## src/rtl/dcfifo_stream_reader_if.sv

```systemverilog
// FIFO read-port and output-stream signals of the dual-clock FIFO reader.
// The master side is the reader itself; the slave side is the FIFO plus the downstream sink.
interface dcfifo_stream_reader_if #(
    parameter int DW = 8,
    parameter int AW = 10
);
    logic          fifo_read;
    logic          fifo_empty;
    logic [AW-1:0] fifo_data_cnt;
    logic [DW-1:0] fifo_dout;
    logic          m_valid;
    logic          m_ready;
    logic [DW-1:0] m_data;

    modport master (
        output fifo_read, m_valid, m_data,
        input  fifo_empty, fifo_data_cnt, fifo_dout, m_ready
    );

    modport slave (
        input  fifo_read, m_valid, m_data,
        output fifo_empty, fifo_data_cnt, fifo_dout, m_ready
    );
endinterface

```

## src/rtl/dcfifo_stream_reader.sv

```systemverilog
// Read-clock-domain consumer of the dual-clock FIFO: issues reads, captures dout one cycle
// later into a small circular buffer and presents it as a valid/ready stream.
module dcfifo_stream_reader #(
    parameter int DW        = 8,
    parameter int AW        = 10,
    parameter int OUT_DEPTH = 2,
    parameter int CW        = 32,
    localparam int OW       = $clog2(OUT_DEPTH + 1),
    localparam int PW       = (OUT_DEPTH > 1) ? $clog2(OUT_DEPTH) : 1
) (
    input  logic                  clk,
    input  logic                  rst,
    input  logic                  en,
    dcfifo_stream_reader_if.master bus,
    output logic [OW-1:0]         occupancy,
    output logic [AW:0]           backlog,
    output logic [CW-1:0]         drained_cnt
);

    logic [DW-1:0] mem_q [OUT_DEPTH];
    logic [PW-1:0] wr_ptr_q, wr_ptr_d;
    logic [PW-1:0] rd_ptr_q, rd_ptr_d;
    logic [OW-1:0] occ_q, occ_d;
    logic          inflight_q, inflight_d;
    logic [CW-1:0] drained_q, drained_d;
    logic          valid;
    logic          pop;
    logic          rd_issue;
    logic [OW:0]   level;

    function automatic logic [PW-1:0] ptr_inc(input logic [PW-1:0] p);
        if (p == PW'(OUT_DEPTH - 1)) begin
            return '0;
        end
        return p + 1'b1;
    endfunction

    // A slot freed by this cycle's pop may be refilled by a read issued in the same cycle,
    // which is why m_ready reaches fifo_read combinationally.
    always_comb begin
        valid      = (occ_q != '0);
        pop        = valid & bus.m_ready;
        level      = {1'b0, occ_q} + (OW+1)'(inflight_q) - (OW+1)'(pop);
        rd_issue   = en & ~bus.fifo_empty & ~rst & (level < (OW+1)'(OUT_DEPTH));
        inflight_d = rd_issue;
        occ_d      = occ_q + OW'(inflight_q) - OW'(pop);
        wr_ptr_d   = inflight_q ? ptr_inc(wr_ptr_q) : wr_ptr_q;
        rd_ptr_d   = pop ? ptr_inc(rd_ptr_q) : rd_ptr_q;
        drained_d  = drained_q + CW'(pop);
    end

    always_ff @(posedge clk) begin
        if (rst) begin
            occ_q      <= '0;
            inflight_q <= 1'b0;
            wr_ptr_q   <= '0;
            rd_ptr_q   <= '0;
            drained_q  <= '0;
        end else begin
            occ_q      <= occ_d;
            inflight_q <= inflight_d;
            wr_ptr_q   <= wr_ptr_d;
            rd_ptr_q   <= rd_ptr_d;
            drained_q  <= drained_d;
        end
    end

    // Capture stage: dout belongs to the read issued last cycle.
    always_ff @(posedge clk) begin
        if (inflight_q) begin
            mem_q[wr_ptr_q] <= bus.fifo_dout;
        end
    end

    always_ff @(posedge clk) begin
        if (!rst) begin
            assert (({1'b0, occ_q} + (OW+1)'(inflight_q)) <= (OW+1)'(OUT_DEPTH));
            assert (!(rd_issue && bus.fifo_empty));
        end
    end

    assign bus.fifo_read = rd_issue;
    assign bus.m_valid   = valid;
    assign bus.m_data    = valid ? mem_q[rd_ptr_q] : '0;
    assign occupancy     = occ_q;
    assign drained_cnt   = drained_q;
    assign backlog       = (AW+1)'(bus.fifo_data_cnt) + (AW+1)'(occ_q) + (AW+1)'(inflight_q);

endmodule

```

## src/flat_wrapper.sv

```systemverilog
// flat-port wrapper written by rule: the top's interface ports become plain ports
module dcfifo_stream_reader_flat 
#(
    parameter int DW        = 8,
    parameter int AW        = 10,
    parameter int OUT_DEPTH = 2,
    parameter int CW        = 32,
    localparam int OW       = $clog2(OUT_DEPTH + 1),
    localparam int PW       = (OUT_DEPTH > 1) ? $clog2(OUT_DEPTH) : 1
)
  (clk, rst, en, occupancy, backlog, drained_cnt, bus_fifo_read, bus_m_valid, bus_m_data, bus_fifo_empty, bus_fifo_data_cnt, bus_fifo_dout, bus_m_ready);
  dcfifo_stream_reader_if #(.DW(DW), .AW(AW)) bus_i ();
  input  logic clk;
  input  logic rst;
  input  logic en;
  output logic [OW-1:0] occupancy;
  output logic [AW:0] backlog;
  output logic [CW-1:0] drained_cnt;
  output wire logic [$bits(bus_i.fifo_read)-1:0] bus_fifo_read;
  output wire logic [$bits(bus_i.m_valid)-1:0] bus_m_valid;
  output wire logic [$bits(bus_i.m_data)-1:0] bus_m_data;
  input wire logic [$bits(bus_i.fifo_empty)-1:0] bus_fifo_empty;
  input wire logic [$bits(bus_i.fifo_data_cnt)-1:0] bus_fifo_data_cnt;
  input wire logic [$bits(bus_i.fifo_dout)-1:0] bus_fifo_dout;
  input wire logic [$bits(bus_i.m_ready)-1:0] bus_m_ready;
  assign bus_fifo_read = bus_i.fifo_read;
  assign bus_m_valid = bus_i.m_valid;
  assign bus_m_data = bus_i.m_data;
  assign bus_i.fifo_empty = bus_fifo_empty;
  assign bus_i.fifo_data_cnt = bus_fifo_data_cnt;
  assign bus_i.fifo_dout = bus_fifo_dout;
  assign bus_i.m_ready = bus_m_ready;
  dcfifo_stream_reader #(.DW(DW), .AW(AW), .OUT_DEPTH(OUT_DEPTH), .CW(CW)) u_core (.clk(clk), .rst(rst), .en(en), .bus(bus_i), .occupancy(occupancy), .backlog(backlog), .drained_cnt(drained_cnt));
endmodule
```

## config.mk

```make
export PLATFORM = sky130hd
export DESIGN_NAME = dcfifo_stream_reader_flat
export DESIGN_NICKNAME = d
export VERILOG_FILES = /design/src/rtl/dcfifo_stream_reader_if.sv /design/src/rtl/dcfifo_stream_reader.sv /design/src/flat_wrapper.sv
export SDC_FILE = /design/constraint.sdc
export NUM_CORES = 1
export LEC_CHECK = 0
export ABC_AREA = 1
export ABC_CLOCK_PERIOD_IN_PS = 2000
export CAP_MARGIN = 10
export CORE_MARGIN = 3
export CORE_UTILIZATION = 45
export CTS_BUF_LIST = sky130_fd_sc_hd__clkbuf_2 sky130_fd_sc_hd__clkbuf_4 sky130_fd_sc_hd__clkbuf_8
export CTS_CLUSTER_SIZE = 12
export DETAILED_ROUTE_END_ITERATION = 10
export GPL_ROUTABILITY_DRIVEN = 0
export GPL_TIMING_DRIVEN = 0
export PLACE_DENSITY = 0.78
export SETUP_SLACK_MARGIN = 0.5
export SLEW_MARGIN = 20
export SYNTH_ARGS = -nofsm -noshare
export SYNTH_HDL_FRONTEND = slang
export SYNTH_SLANG_ARGS = --single-unit
```

## constraint.sdc

```tcl
create_clock -name clk -period 2 [get_ports clk]
set_input_delay 0.2 -clock clk [delete_from_list [all_inputs] [get_ports clk]]
set_output_delay 0.2 -clock clk [all_outputs]
set_load 0.005 [all_outputs]
```

==> flow_metrics.env <==
export IMPL_ctsLongestPathBuffers=2
export IMPL_ys_top_cells_by_area="dfxtp_1 27%, edfxtp_1 17%, nand2_1 12%"
export IMPL_antenna_found_initial=0
export IMPL_finClkSkew_ps=4.23
export IMPL_syn_area_sq_mm=0.00280
export IMPL_die_h_um=84.8
export IMPL_hp_class="in -> reg"
export IMPL_path_clk_slew_ps=100
export IMPL_status="finished, violations left"
export IMPL_relSlewSlack=0.545
export IMPL_cts_sinks=54
export IMPL_clock_latency_ps=320
export IMPL_core_sq_mm=0.00596
export IMPL_period_needed_ps=2640
export IMPL_numPortBuffers=77
export IMPL_wire_per_inst_um=15.1
export IMPL_p_seq_frac=0.337
export IMPL_worst_path_max_fanout=3
export IMPL_start_util=0.470
export IMPL_final_common_cell="nand2_1"
export IMPL_multiInputGateArea_sq_mm=0.00166
export IMPL_yosys_warnings=0
export IMPL_place_inst=523
export IMPL_setup_viol=23
export IMPL_cts_hold_buf=0
export IMPL_n_fill_cell=423
export IMPL_syn_num_nets=402
export IMPL_final_seq_area_sq_mm=0.00129
export IMPL_leakage_uw=0.00174
export IMPL_finalNonFillerCells=574
export IMPL_clkPwrFrac=0.173
export IMPL_critical_path_required_ps=1800
export IMPL_dieArea_sq_mm=0.00720
export IMPL_most_common_layout_cells="89 x nand2_1, 61 x nor2_1, 54 x clkdlybuf4s50_1, 34 x inv_1, 24 x buf_6"
export IMPL_yosysUniqueCellTypes=28
export IMPL_cts_root_buf="clkbuf_8"
export IMPL_cts_buffers=5
export IMPL_grt_pass1_wl_mm=13.0
export IMPL_gr_total_overflow=0
export IMPL_rsz0062_at_grt="true"
export IMPL_synthToLayoutAreaGrowth_pct=57.1
export IMPL_ant_nets=0
export IMPL_peakVddDrop_mv=0.810
export IMPL_grt_max_degree=19
export IMPL_layout_drive_gt1_share=0.349
export IMPL_p_sw_frac=0.340
export IMPL_n_antenna_cell=0
export IMPL_viasPerCell=5.09
export IMPL_end_kind="output pin"
export IMPL_grtUsageTotal=0.226
export IMPL_p_per_area_mw_per_mm2=864
export IMPL_hold_slack_ps=456
export IMPL_finalWorstSetupSlack_ps=-639
export IMPL_clock_fmax_ghz=0.379
export IMPL_synth_largest_area_cell="dfxtp_1"
export IMPL_violations="setup timing"
export IMPL_power_uw=3790
export IMPL_finalCritPeriodShare=1.32
export IMPL_worst_setup_path_start_kind="flop"
export IMPL_grt_pass1_vias=2762
export IMPL_hold_viol_final=0
export IMPL_crit_arrival_ps=2440
export IMPL_final_nets=529
export IMPL_cts_tree="yes"
export IMPL_syn_avg_cell_area_sq_um=7.54
export IMPL_synthCells=371
export IMPL_power_frac_comb=0.490
export IMPL_p_int_uw=2510
export IMPL_drc=0
export IMPL_yosysSeqAreaShare=0.444
export IMPL_ys_ff_latch=54
export IMPL_chipWidth_um=84.8
export IMPL_row_count=28
export IMPL_ioPinCount=78
export IMPL_report_final_slew_viol_count=0
export IMPL_wirelength_mm=8.69
export IMPL_cts_htree_levels=2
export IMPL_drt_pass1_iter_count=4
export IMPL_hpwl_mm=5.16
export IMPL_path_class="reg -> out"
export IMPL_power_switching_uw=1290
export IMPL_vias=2922
export IMPL_max_cap_viol_count=0
export IMPL_netlist_area_leader_share=0.272
export IMPL_initialDrtViolationCount=207
export IMPL_worst_pin_slew_ps=679
## per-layer routing
metal / share of wire / track usage / up-vias / routed length (um)
li1: - / - / 1426 / -
met1: 0.42 / 0.280 / 1376 / 3610
met2: 0.52 / 0.410 / 97 / 4490
met3: 0.041 / 0.0340 / 23 / 352
met4: 0.027 / 0.0604 / 0 / 236
met5: 0 / 0 / - / 0
## registers in the layout, indices dropped and copies added (netlist names), named ones only
name and count:
u_core.inflight_q 1, u_core.drained_cnt 32, u_core.rd_ptr_q 1, u_core.occupancy 2, u_core.mem_q 16, u_core.wr_ptr_q 1
## cell families after synthesis
| family | Yosys count | synth area share |
|---|---|---|
| fa+ha+maj | 8 | 0.0438 |
| compound gates | 40 | 0.0725 |
| xor+xnor | 9 | 0.0282 |
| buf+inv | 45 | 0.0608 |
| simple gates | 215 | 0.351 |
| flops | 54 | 0.444 |
## cell type report
type | instances | area share
clock inverter | 3 | 0.00570
tap | 75 | 0.0214
clock buffer | 5 | 0.0157
buffer | 4 | 0.00456
inverter | 41 | 0.0362
sequential | 54 | 0.293
multi-input combinational | 272 | 0.379
timing repair buffer | 120 | 0.245
## stage by stage
stage / TNS (ps) / area [sq um] / utilization / setup WS [ps]
final: -3570 / 4390 / 0.738 / -639
after global routing: -6800 / 4390 / 0.738 / -691
after CTS: -2730 / 4170 / 0.699 / -600
after detailed placement: -6880 / 3690 / 0.620 / -884
after global placement: -6030 / 3690 / 0.620 / -844
after floorplan: -60.6 / 2830 / - / -60.6
## cells in the mapped netlist
| master | n |
|---|---|
| and2_1 | 2 |
| fa_1 | 3 |
| ha_1 | 5 |
| clkbuf_1 | 2 |
| nor2_8 | 1 |
| inv_1 | 41 |
| nor3_1 | 3 |
| nand3_1 | 20 |
| nor2_2 | 6 |
| and3_1 | 2 |
| nand2_2 | 6 |
| edfxtp_1 | 16 |
| xor2_1 | 7 |
| nor2_4 | 8 |
| buf_1 | 1 |
| nand2_4 | 2 |
| dfxtp_1 | 38 |
| a21oi_1 | 32 |
| o21ai_0 | 7 |
| nor2_1 | 67 |
| nand2_1 | 93 |
| nor4_1 | 2 |
| or2_2 | 1 |
| buf_2 | 1 |
| nand3b_1 | 1 |
| o21a_1 | 1 |
| xnor2_1 | 2 |
| or2_1 | 1 |
## final timing paths
check	cells after the start	from	endpoint	slack, ps
min	1	bus_fifo_dout[6]	u_core.mem_q[0][6]	460
max reg2reg	11	u_core.occupancy[0]	u_core.inflight_q	-180
max	11	u_core.occupancy[0]	bus_fifo_read	-640
min reg2reg	1	u_core.rd_ptr_q	u_core.rd_ptr_q	490
## repair_timing
item,in CTS,in global routing
gates resized for setup,149,54
pin swaps,30,19
buffers inserted,31,11
setup endpoints to repair,57,69
gates cloned,1,0
## power by group through the flow
stage / clock network, uW / registers, uW / logic (uW)
final: 656 / 1280 / 1860
after global routing: 695 / 1290 / 1980
after CTS: 647 / 1270 / 1470
after detailed placement: 0 / 1310 / 951
after global placement: 0 / 1310 / 920
after floorplan: 0 / 1300 / 456
## worst max-delay path, stage by stage (launching register included)
cell	delay [ps]
dfxtp_4	360
buf_6	120
nor2_4	110
nor2_4	60
ha_4	250
inv_2	30
ha_4	150
fa_1	490
inv_2	110
nand2_2	60
nor4_2	190
buf_2	160
Note: power is estimated with default switching activity, not from simulation.
